<file path="src/rtl/secded_scrubber.sv">
// Background scrubber that walks a hamming_secded protected memory, writes back corrected words and logs errors.
// Optional SCRUB_HALT_ON_UE_EN: park in HALT after an uncorrectable error until clr_i.
module secded_scrubber #(
  parameter int K        = 4,
  parameter int DEPTH    = 16,
  parameter int ADDR_W   = 4,
  parameter int INTERVAL = 256,
  parameter int CNT_W    = 16
) (
  input  logic              clk_i,
  input  logic              rst_ni,
  input  logic              en_i,
  input  logic              start_i,
  input  logic              clr_i,
  output logic              mem_req_o,
  output logic              mem_we_o,
  output logic [ADDR_W-1:0] mem_addr_o,
  output logic [K-1:0]      mem_wdata_o,
  input  logic              mem_gnt_i,
  input  logic              mem_rvalid_i,
  input  logic [K-1:0]      dec_data_i,
  input  logic              dec_1bit_err_i,
  input  logic              dec_2bit_err_i,
  output logic              busy_o,
  output logic              pass_done_o,
  output logic [CNT_W-1:0]  ce_cnt_o,
  output logic [CNT_W-1:0]  ue_cnt_o,
  output logic [ADDR_W-1:0] ue_addr_o,
  output logic              ue_valid_o,
  output logic              irq_o
);

  localparam int                IVL_W     = (INTERVAL > 1) ? $clog2(INTERVAL) : 1;
  localparam logic [IVL_W-1:0]  IVL_LOAD  = IVL_W'(INTERVAL - 1);
  localparam logic [ADDR_W-1:0] LAST_ADDR = ADDR_W'(DEPTH - 1);

  typedef enum logic [2:0] {
    S_IDLE,
    S_WAIT,
    S_RD_REQ,
    S_RD_RESP,
    S_WR_REQ,
    S_NEXT
`ifdef SCRUB_HALT_ON_UE_EN
    , S_HALT
`endif
  } state_t;

  state_t             state_q, state_d;
  logic [IVL_W-1:0]   ival_q;
  logic [ADDR_W-1:0]  addr_q;
  logic [K-1:0]       wdata_q;
  logic [CNT_W-1:0]   ce_q, ue_q;
  logic [ADDR_W-1:0]  ue_addr_q;
  logic               ue_valid_q;
  logic               last, rd_done, ue_evt, ce_evt;

  // Counters stick at all-ones rather than wrapping back to zero.
  function automatic logic [CNT_W-1:0] sat_inc(input logic [CNT_W-1:0] v);
    return (&v) ? v : v + CNT_W'(1);
  endfunction

  assign last    = (addr_q == LAST_ADDR);
  assign rd_done = (state_q == S_RD_RESP) && mem_rvalid_i;
  assign ue_evt  = rd_done && dec_2bit_err_i;
  assign ce_evt  = rd_done && dec_1bit_err_i && !dec_2bit_err_i;

  always_ff @(posedge clk_i or negedge rst_ni) begin
    if (!rst_ni) state_q <= S_IDLE;
    else         state_q <= state_d;
  end

  always_comb begin
    state_d = state_q;
    case (state_q)
      S_IDLE:    if (en_i) state_d = S_WAIT;
      S_WAIT: begin
        if (!en_i)                          state_d = S_IDLE;
        else if (start_i || ival_q == '0)   state_d = S_RD_REQ;
      end
      S_RD_REQ:  if (mem_gnt_i) state_d = S_RD_RESP;
      S_RD_RESP: begin
        if (mem_rvalid_i) begin
          if (dec_2bit_err_i)
`ifdef SCRUB_HALT_ON_UE_EN
            state_d = S_HALT;
`else
            state_d = S_NEXT;
`endif
          else if (dec_1bit_err_i) state_d = S_WR_REQ;
          else                     state_d = S_NEXT;
        end
      end
      S_WR_REQ:  if (mem_gnt_i) state_d = S_NEXT;
      S_NEXT: begin
        if (!en_i)     state_d = S_IDLE;
        else if (last) state_d = S_WAIT;
        else           state_d = S_RD_REQ;
      end
`ifdef SCRUB_HALT_ON_UE_EN
      // Resuming through NEXT keeps the wrap and disable handling in one place.
      S_HALT:    if (clr_i) state_d = S_NEXT;
`endif
      default:   state_d = S_IDLE;
    endcase
  end

  always_comb begin
    mem_req_o   = 1'b0;
    mem_we_o    = 1'b0;
    busy_o      = 1'b0;
    pass_done_o = 1'b0;
    case (state_q)
      S_RD_REQ: begin
        mem_req_o = 1'b1;
        busy_o    = 1'b1;
      end
      S_RD_RESP: busy_o = 1'b1;
      S_WR_REQ: begin
        mem_req_o = 1'b1;
        mem_we_o  = 1'b1;
        busy_o    = 1'b1;
      end
      S_NEXT: begin
        busy_o      = 1'b1;
        pass_done_o = en_i && last;
      end
      default: ;
    endcase
  end

  always_ff @(posedge clk_i or negedge rst_ni) begin
    if (!rst_ni) begin
      ival_q  <= '0;
      addr_q  <= '0;
      wdata_q <= '0;
    end else begin
      if (state_d == S_WAIT && state_q != S_WAIT) ival_q <= IVL_LOAD;
      else if (state_q == S_WAIT && ival_q != '0) ival_q <= ival_q - IVL_W'(1);
      if (state_q == S_NEXT) addr_q <= (!en_i || last) ? '0 : addr_q + ADDR_W'(1);
      if (ce_evt) wdata_q <= dec_data_i;
    end
  end

  // Clear wins over a same-cycle error event; that event is dropped.
  always_ff @(posedge clk_i or negedge rst_ni) begin
    if (!rst_ni) begin
      ce_q       <= '0;
      ue_q       <= '0;
      ue_addr_q  <= '0;
      ue_valid_q <= 1'b0;
    end else if (clr_i) begin
      ce_q       <= '0;
      ue_q       <= '0;
      ue_addr_q  <= '0;
      ue_valid_q <= 1'b0;
    end else begin
      if (ce_evt) ce_q <= sat_inc(ce_q);
      if (ue_evt) begin
        ue_q <= sat_inc(ue_q);
        if (!ue_valid_q) begin
          ue_addr_q  <= addr_q;
          ue_valid_q <= 1'b1;
        end
      end
    end
  end

  assign mem_addr_o  = addr_q;
  assign mem_wdata_o = wdata_q;
  assign ce_cnt_o    = ce_q;
  assign ue_cnt_o    = ue_q;
  assign ue_addr_o   = ue_addr_q;
  assign ue_valid_o  = ue_valid_q;
  assign irq_o       = ue_valid_q;

endmodule

</file>
<file path="config.mk">
export PLATFORM = sky130hd
export DESIGN_NAME = secded_scrubber
export DESIGN_NICKNAME = d
export VERILOG_FILES = /design/src/rtl/secded_scrubber.sv
export SDC_FILE = /design/constraint.sdc
export NUM_CORES = 1
export LEC_CHECK = 0
export BUFFER_PORTS_ARGS = -buffer_cell sky130_fd_sc_hd__buf_2
export CORE_UTILIZATION = 40
export CTS_CLUSTER_DIAMETER = 50
export DETAILED_ROUTE_END_ITERATION = 8
export GPL_TIMING_DRIVEN = 0
export PLACE_DENSITY = 0.67
export SLEW_MARGIN = 20
export SYNTH_ARGS = -nofsm -noshare
export SYNTH_HDL_FRONTEND = slang
export SYNTH_SLANG_ARGS = --single-unit
export TNS_END_PERCENT = 50
</file>
<file path="constraint.sdc">
create_clock -name clk_i -period 2.4 [get_ports clk_i]
set_clock_uncertainty 0.15 [all_clocks]
set_input_delay 0.48 -clock clk_i [delete_from_list [all_inputs] [get_ports clk_i]]
set_output_delay 0.48 -clock clk_i [all_outputs]
set_load 0.005 [all_outputs]
</file>
==> results of run 1 <==
==> cells in the mapped netlist, types with 10 or more instances <==
library cell | count | area [sq um]
mux2_2 | 10 | 112.6
o21ai_0 | 15 | 75.07
nand3_1 | 17 | 85.08
nor3_1 | 13 | 65.06
nor2_1 | 19 | 71.32
nor2b_1 | 10 | 62.56
dfrtp_1 | 56 | 1401
or4_1 | 11 | 82.58
nand2_1 | 22 | 82.58
a21oi_1 | 26 | 130.1
o31ai_1 | 12 | 90.09
==> per-layer routing <==
| metal | vias to the layer above | GRT usage | share of wire |
|---|---|---|---|
| met3 | 4 | 0.03015 | 0.035 |
| met5 | - | 0 | 0 |
| met2 | 69 | 0.3014 | 0.48 |
| met4 | 0 | 0.05423 | 0.0065 |
| li1 | 1423 | - | - |
| met1 | 1422 | 0.2663 | 0.48 |
==> per-stage QoR <==
step           hold WS, ns  cell area (sq um)  setup slack, ns  instances
2_1_floorplan      0.03441               3206           0.2918        334
3_3_place_gp        0.3372               3633         -0.01769        496
3_5_place_dp        0.3456               3636         -0.04793        496
4_1_cts            0.09117               3732          0.03950        503
5_1_grt             0.1281               3739          0.01486        503
6_report           0.06206               3739           0.1444        503
==> layout by cell type, fill, tap and decap left out, types with 2 or more instances in the layout <==
| cell type | instances |
|---|---|
| a21oi_1 | 26 |
| a311oi_1 | 2 |
| a31oi_1 | 4 |
| and2_1 | 2 |
| and3_1 | 8 |
| and4_1 | 4 |
| and4b_1 | 3 |
| buf_2 | 60 |
| buf_4 | 2 |
| buf_6 | 2 |
| clkbuf_1 | 8 |
| clkbuf_8 | 7 |
| dfrtp_1 | 56 |
| ha_1 | 4 |
| inv_1 | 9 |
| mux2_2 | 10 |
| mux2i_1 | 2 |
| nand2_1 | 22 |
| nand2b_1 | 4 |
| nand3_1 | 17 |
| nand3b_1 | 2 |
| nand4_1 | 9 |
| nor2_1 | 19 |
| nor2b_1 | 10 |
| nor3_1 | 13 |
| nor3b_1 | 2 |
| nor4_1 | 6 |
| nor4_2 | 3 |
| o2111ai_1 | 2 |
| o21ai_0 | 15 |
| o21ai_1 | 2 |
| o22ai_1 | 6 |
| o31a_1 | 2 |
| o31ai_1 | 12 |
| or3_1 | 6 |
| or4_1 | 11 |
| xor2_1 | 2 |
==> registers in the layout (all words and copies together) (netlist names) <==
| register | flops |
|---|---|
| ue_cnt_o | 16 |
| irq_o | 1 |
| ival_q | 8 |
| mem_wdata_o | 4 |
| mem_addr_o | 4 |
| ue_addr_o | 4 |
| ce_cnt_o | 16 |
| state_q | 3 |
==> worst max-delay path: stages (launching register included) <==
cell	delay, ns
dfrtp_1	0.46
or4_4	0.58
o311a_4	0.37
a211oi_4	0.39
o22ai_1	0.16
==> cell type report <==
cell class                      instances  area, sq um  share of cell area
Clock buffer                            7        96.34             0.02577
Multi-Input combinational cell        257         1712              0.4578
Sequential cell                        56         1401              0.3748
Inverter                                9        33.78            0.009036
Timing Repair Buffer                   60        302.8             0.08099
Buffer                                 12        65.06             0.01740
Tap cell                              102        127.6             0.03414
==> where the power goes <==
group	switching, W	internal [W]	leakage [nW]
logic	0.000418	0.000313	0.864
clock network	0.000306	0.000258	0.0503
registers	0.000102	0.00104	0.734
==> kinds of logic after synthesis <==
kind of cell             after synthesis  share of synthesized area
AND/OR/NAND/NOR                      151                     0.2818
AO/OA/AOI/OAI                         86                     0.1815
flip-flops                            56                     0.4372
buffers and inverters                 21                    0.03083
multiplexers                          13                    0.04489
adder cells (fa/ha/maj)                4                    0.01561
XOR/XNOR                               3                   0.008198
==> path summary, 6_finish.rpt <==
path / end / slack (ns) / cells past startpoint
worst max register to register: ival_q[5]$_DFFE_PN0P_ / 0.14 / 4
worst max-delay path: ival_q[5]$_DFFE_PN0P_ / 0.14 / 4
worst min register to register: mem_wdata_o[2]$_DFFE_PN0P_ / 0.37 / 1
worst min-delay path: ue_cnt_o[6]$_DFFE_PN0P_ / 0.06 / 1
min in group clk_i: mem_wdata_o[1]$_DFFE_PN0P_ / 0.25 / 2
max in group asynchronous: ce_cnt_o[0]$_DFFE_PN0P_ / 1.58 / 1
==> what timing repair did <==
| action | in CTS | in global routing |
|---|---|---|
| buffers inserted | 0 | 0 |
| setup endpoints to repair | 0 | 3 |
| gates resized for setup | 0 | 1 |
==> run metrics, run 1 <==
status finished clean; 1st-iter DRT viols 154; RD Place Congestion 0.8316; Rows 32; All-Layer GR Usage 0.1897; Clock Tree Buf Depth 2; Synth async-reset ratio 1.000; startpoint types flop; Yosys warnings 0; Max Clk Rate 0.4433 GHz; chip width 91.52 um; Synth cell types 63; Leakage Power 1.649 nW; mean post-synth cell area 9.598 sq um; predominant post-synthesis flop cell dfrtp_1; core footprint 0.007727 sq mm; EDFF count, synth 0; CTS HTree Levels 2; Clock Root Buffer clkbuf_8; RSZ-0062 raised after global routing no; Area Growth Syn to Fin 16.63%; fraction of layout cells with a size suffix above 1 0.2319; CTS Sinks 56; vias per cell 5.801; fillers 753; Power, Total 0.002441 W; Final #Nets 418; #FFs+latches synth 56; antenna violations before repair 0; DRC violations left 0; Post-Syn Nets 351; drt total wl 7639 um; final setup TNS 0 ns; drt wl/cell 15.19 um; DRT Pass-1 Iters 4; type of the worst min-delay path primary input to async pin; kind of critical path flop to flop; Worst Setup End Kind flop; crit-path max FO 9; Slew Viols, Final 0; min cycle time layout 2.256 ns; CP required 2.42 ns; Clock Latency Late Sink 0.31 ns; Peak supply drop 0.4499 mV; cts bufs inserted 5; mapped cell area 0.003206 sq mm; max-capacitance violation count 0; Power Dens Cells 653.0 mW/mm^2; measured slew at the worst slew-check pin 0.7910 ns; vias in the first global route 2,737; PortBufs 60; Slew Limit Headroom 0.4678; synthesized netlist cell count 334; first-pass GRT wire length 13,020 um; dpl hpwl 5417 um; period utilization 0.9398; largest net degree at the start of global routing 57; starting density of the core 0.4148; Ant. Diodes 0; final hold vios 0; clock transition at the registers of the reported paths 0.10 ns; Critical Path Start ival_q[3]$_DFFE_PN0P_; reg2reg start ival_q[3]$_DFFE_PN0P_; via count 2,918; antenna viol nets, final 0; Hold Buf Count CTS 0; Setup Viol. Count Final 0; grt ovf 0; sequential area share after synthesis 0.4372; CTS tree done; Worst EP arrival 2.28 ns; final core utilization 0.4838; DIE HEIGHT 91.52 um; Die ar. 0.008376 sq mm; IO Count 63
(Power assumes the default switching activity.)
==> run 2, diff against run 1 <==
PLACE_DENSITY = default   (was 0.67)
==> run metrics, run 2 (same netlist as run 1, synthesis figures left out) <==
status finished clean (unchanged); Setup Viol. Count Final 0 (unchanged); antenna violations before repair 0 (unchanged); first-pass GRT wire length 12,980 um (was 13,020 um); max-capacitance violation count 0 (unchanged); CP cell instances or4_4 -> o311a_4 -> a211oi_4 -> o22ai_1 (unchanged); Final #Nets 418 (unchanged); period utilization 0.9474 (was 0.9398); fin worst setup slack 0.1262 ns (was 0.1444 ns); commonest non-fill, non-tap cell in the layout buf_2 (unchanged); Ant. Diodes 0 (unchanged); fraction of layout cells with a size suffix above 1 0.2363 (was 0.2319); min cycle time layout 2.274 ns (was 2.256 ns); 1st-iter DRT viols 112 (was 154); measured slew at the worst slew-check pin 0.8107 ns (was 0.7910 ns); clock transition at the registers of the reported paths 0.10 ns (about the same); drt total wl 7619 um (was 7639 um); Post-DP Area 0.003636 sq mm (unchanged); family with the most delay on the worst path compound AO/OA/AOI/OAI gates (unchanged); kind of critical path flop to flop (unchanged); PortBufs 60 (unchanged); Die ar. 0.008376 sq mm (unchanged); largest net degree at the start of global routing 57 (unchanged); RSZ-0062 raised after global routing no (unchanged); FF-to-FF setup slack 0.13 ns (was 0.14 ns); Worst Setup End Kind flop (unchanged); hold_ws 0.05951 ns (was 0.06206 ns); crit path buf inv count 0 (unchanged); commonest cells after routing, fill and taps aside buf_2 (60), dfrtp_1 (56), a21oi_1 (26) (unchanged); type of the worst min-delay path primary input to async pin (unchanged); drt wl/cell 15.12 um (was 15.19 um); vias per cell 5.772 (was 5.801); RD Place Congestion 0.7912 (was 0.8316); Place WS -0.003263 ns (was -0.04793 ns); IO Count 63 (unchanged); CTS tree done (unchanged); DIE HEIGHT 91.52 um (unchanged); CP required 2.42 ns (about the same); crit-path max FO 9 (unchanged); Clock Root Buffer clkbuf_8 (unchanged); Peak supply drop 0.3822 mV (was 0.4499 mV); Leakage Power 1.663 nW (was 1.649 nW); Slew Viols, Final 0 (unchanged); Power Dens Cells 674.9 mW/mm^2 (was 653.0 mW/mm^2); final hold vios 0 (unchanged); CTS HTree Levels 2 (unchanged); Final Cell Area 0.003775 sq mm (was 0.003739 sq mm); Rows 32 (unchanged); Clock Tree Buf Depth 2 (unchanged); Max Clk Rate 0.4398 GHz (was 0.4433 GHz); via count 2,909 (was 2,918); DRC violations left 0 (unchanged); final core utilization 0.4885 (was 0.4838); DRT Pass-1 Iters 4 (unchanged); Slew Limit Headroom 0.4545 (was 0.4678); startpoint types flop (unchanged); CTS Sinks 56 (unchanged); starting density of the core 0.4148 (unchanged); CP max-delay cell or4_4 (unchanged); chip width 91.52 um (unchanged); antenna viol nets, final 0 (unchanged); dpl hpwl 5396 um (was 5417 um); CP peak stage delay 0.58 ns (about the same); cts bufs inserted 5 (unchanged); grt ovf 0 (unchanged); vias in the first global route 2,694 (was 2,737); Clock Latency Late Sink 0.31 ns (about the same); All-Layer GR Usage 0.1899 (was 0.1897); Area Growth Syn to Fin 17.76% (was 16.63%); Worst EP arrival 2.29 ns (was 2.28 ns); core footprint 0.007727 sq mm (unchanged)
## run 2: cell types whose count changed in the layout (fill, tap and decap cells not counted), sizes merged
cell    previous run  this run
bufinv             0         1
## run 2: stage by stage
| step | TNS, ns | power (W) | cells |
|---|---|---|---|
| final | 0 | 0.002548 | 504 |
| after global routing | 0 | 0.002718 | 504 |
| after CTS | 0 | 0.002576 | 504 |
| after detailed placement | -0.003263 | 0.001894 | 496 |
| after global placement | -0.01743 | 0.001878 | 496 |
| after floorplan | 0 | 0.001660 | 334 |
## run 2: metal layers
metal  vias to the layer above  part of all wire  global-route usage
met5                         -                 0                   0
met4                         0            0.0070             0.03439
met3                         5             0.038             0.03601
met2                        57              0.47              0.3064
met1                      1419              0.49              0.2668
li1                       1428                 -                   -
## run 2: final timing paths
check                                                 from                          to  cells after the start
worst min-delay path                                rst_ni     ue_cnt_o[6]$_DFFE_PN0P_                      1
worst min register to register  mem_wdata_o[2]$_DFFE_PN0P_  mem_wdata_o[2]$_DFFE_PN0P_                      1
min in group clk_i                           dec_data_i[3]  mem_wdata_o[3]$_DFFE_PN0P_                      2
max in group asynchronous                           rst_ni  mem_wdata_o[2]$_DFFE_PN0P_                      1
worst max register to register       ival_q[3]$_DFFE_PN0P_       ival_q[4]$_DFFE_PN0P_                      4
worst max-delay path                 ival_q[3]$_DFFE_PN0P_       ival_q[4]$_DFFE_PN0P_                      4
## run 2: area by class of cell
class / count / area [sq um]
fill: 759 / 3953
multi-input combinational: 257 / 1718
sequential: 56 / 1401
timing repair buffer: 60 / 302.8
tap: 102 / 127.6
clock buffer: 7 / 96.34
buffer: 12 / 65.06
inverter: 9 / 33.78
clock inverter: 1 / 30.03
## run 2: where the power goes
group	switching [W]	total, W	internal, W
logic	0.000407	0.000720	0.000313
clock network	0.000309	0.000678	0.000369
registers	0.000105	0.00115	0.00104
total	0.000822	0.00255	0.00173
## run 2: repair_timing
| action | CTS | global route |
|---|---|---|
| setup endpoints to repair | 0 | 2 |
| resized for setup | 0 | 2 |
| buffers inserted | 0 | 0 |
| hold buffers | 0 | 0 |
==> run 3, diff against run 2 <==
BUFFER_PORTS_ARGS = -buffer_cell sky130_fd_sc_hd__buf_4   (was -buffer_cell sky130_fd_sc_hd__buf_2)
==> run metrics, run 3 (same netlist as run 1, synthesis figures left out) <==
Post-DP Area 0.003784 sq mm (was 0.003636 sq mm); family with the most delay on the worst path compound AO/OA/AOI/OAI gates (unchanged); CP cell instances or4_4 -> o311a_4 -> a211oi_4 -> o22ai_1 (unchanged); Clock Root Buffer clkbuf_8 (unchanged); vias in the first global route 2,674 (was 2,694); PortBufs 60 (unchanged); Switch Pwr 0.0008343 W (was 0.0008218 W); Seq pwr share 0.471 (was 0.451); DRC violations left 0 (unchanged); core footprint 0.007727 sq mm (unchanged); Final Cell Area 0.003867 sq mm (was 0.003775 sq mm); CP peak stage delay 0.58 ns (about the same); final hold vios 0 (unchanged); 1st-iter DRT viols 120 (was 112); Slew Limit Headroom 0.4590 (was 0.4545); type of the worst min-delay path primary input to async pin (unchanged); via count 2,932 (was 2,909); kind of critical path flop to flop (unchanged); dpl hpwl 5508 um (was 5396 um); Reg area 0.001401 sq mm (unchanged); drt wl/cell 15.53 um (was 15.12 um); CTS HTree Levels 2 (unchanged); CTS tree done (unchanged); status finished clean (unchanged); multi-input logic area 0.001712 sq mm (was 0.001718 sq mm); startpoint types flop (unchanged); Final #Nets 418 (unchanged); Die ar. 0.008376 sq mm (unchanged); Clock Latency Late Sink 0.31 ns (about the same); RD Place Congestion 0.7954 (was 0.7912); Rows 32 (unchanged); Worst Setup End Kind flop (unchanged); fillers 756 (was 759); commonest non-fill, non-tap cell in the layout buf_4 (was buf_2); RSZ-0062 raised after global routing no (unchanged); Peak supply drop 0.6266 mV (was 0.3822 mV); Clock Tree Buf Depth 2 (unchanged); largest net degree at the start of global routing 57 (unchanged); P_int 0.001603 W (was 0.001726 W); CP required 2.42 ns (about the same); cts bufs inserted 5 (unchanged); crit-path max FO 9 (unchanged); period utilization 0.9451 (was 0.9474); DIE HEIGHT 91.52 um (unchanged); final setup TNS 0 ns (unchanged); fraction of layout cells with a size suffix above 1 0.2294 (was 0.2363); Worst EP arrival 2.29 ns (about the same); drt total wl 7811 um (was 7619 um); starting density of the core 0.4148 (unchanged); min cycle time layout 2.268 ns (was 2.274 ns); Power, Total 0.002437 W (was 0.002548 W); max-capacitance violation count 0 (unchanged); CP max-delay cell or4_4 (unchanged); Leakage Power 1.645 nW (was 1.663 nW); Setup Viol. Count Final 0 (unchanged); Slew Viols, Final 0 (unchanged); grt ovf 0 (unchanged); Comb power frac 0.321 (was 0.283); first-pass GRT wire length 13,050 um (was 12,980 um); antenna viol nets, final 0 (unchanged); Max Clk Rate 0.4409 GHz (was 0.4398 GHz); clock transition at the registers of the reported paths 0.10 ns (about the same); Power Dens Cells 630.1 mW/mm^2 (was 674.9 mW/mm^2); CTS Sinks 56 (unchanged); All-Layer GR Usage 0.1923 (was 0.1899); antenna violations before repair 0 (unchanged); chip width 91.52 um (unchanged); vias per cell 5.829 (was 5.772); DRT Pass-1 Iters 4 (unchanged); Ant. Diodes 0 (unchanged); Area Growth Syn to Fin 20.65% (was 17.76%); clock power share 0.208 (was 0.266); IO Count 63 (unchanged); crit path buf inv count 0 (unchanged); commonest cells after routing, fill and taps aside buf_4 (61), dfrtp_1 (56), a21oi_1 (26) (was buf_2 (60), dfrtp_1 (56), a21oi_1 (26)); Sw Ratio 0.3424 (was 0.3225); measured slew at the worst slew-check pin 0.8041 ns (was 0.8107 ns)
[run 3: changes by cell type in the layout (fill, tap and decap cells not counted)]
cell	before	now
clkinv_2	0	1
bufinv_16	1	0
clkbuf_8	7	5
nor4b_1	0	1
buf_2	60	1
clkbuf_1	8	9
buf_4	2	61
nor4b_2	1	0
[run 3: area by class of cell]
type,count,area share
timing repair buffer,60,0.1165
sequential,56,0.3623
inverter,9,0.008735
buffer,12,0.01682
clock buffer,6,0.01876
tap,102,0.03300
multi-input combinational,257,0.4426
clock inverter,1,0.001294
[run 3: path summary, 6_finish.rpt]
check | from | to | slack [ns] | cells after the start
max | ival_q[3]$_DFFE_PN0P_ | ival_q[2]$_DFFE_PN0P_ | 0.13 | 4
min | rst_ni | ce_cnt_o[13]$_DFFE_PN0P_ | 0.07 | 1
max reg2reg | ival_q[3]$_DFFE_PN0P_ | ival_q[2]$_DFFE_PN0P_ | 0.13 | 4
min reg2reg | mem_wdata_o[2]$_DFFE_PN0P_ | mem_wdata_o[2]$_DFFE_PN0P_ | 0.36 | 1
max in group asynchronous | rst_ni | ce_cnt_o[2]$_DFFE_PN0P_ | 1.56 | 1
min in group clk_i | dec_data_i[2] | mem_wdata_o[2]$_DFFE_PN0P_ | 0.25 | 2
[run 3: routing by layer]
metal  vias up  global-route usage  wire (um)
met5         -                   0          0
met4         0             0.05159         74
met3         5             0.02848        300
met2        71              0.3139       3735
met1      1437              0.2652       3700
li1       1419                   -          -
[run 3: power by group through the flow]
stage | sequential, W | clock, W | combinational (W)
6_report | 0.00115 | 0.000507 | 0.000781
4_1_cts | 0.00115 | 0.000524 | 0.000791
3_3_place_gp | 0.00116 | 0 | 0.000765
3_5_place_dp | 0.00117 | 0 | 0.000785
5_1_grt | 0.00117 | 0.000558 | 0.000866
2_1_floorplan | 0.00115 | 0 | 0.000510
[run 3: per-stage QoR]
step | hold WS, ns | instances | setup WS (ns) | util
5_1_grt | 0.1302 | 503 | 0.01209 | 0.5005
3_5_place_dp | 0.3483 | 496 | -0.008928 | 0.4896
4_1_cts | 0.1023 | 503 | 0.04869 | 0.4997
2_1_floorplan | 0.03441 | 334 | 0.2918 | -
6_report | 0.06769 | 503 | 0.1318 | 0.5005
3_3_place_gp | 0.3432 | 496 | -0.02817 | 0.4896
[run 3: repair_timing]
item,CTS,global route
hold buffers,0,0
endpoints found under the setup margin,0,4
gates resized for setup,0,1
buffers inserted,0,0
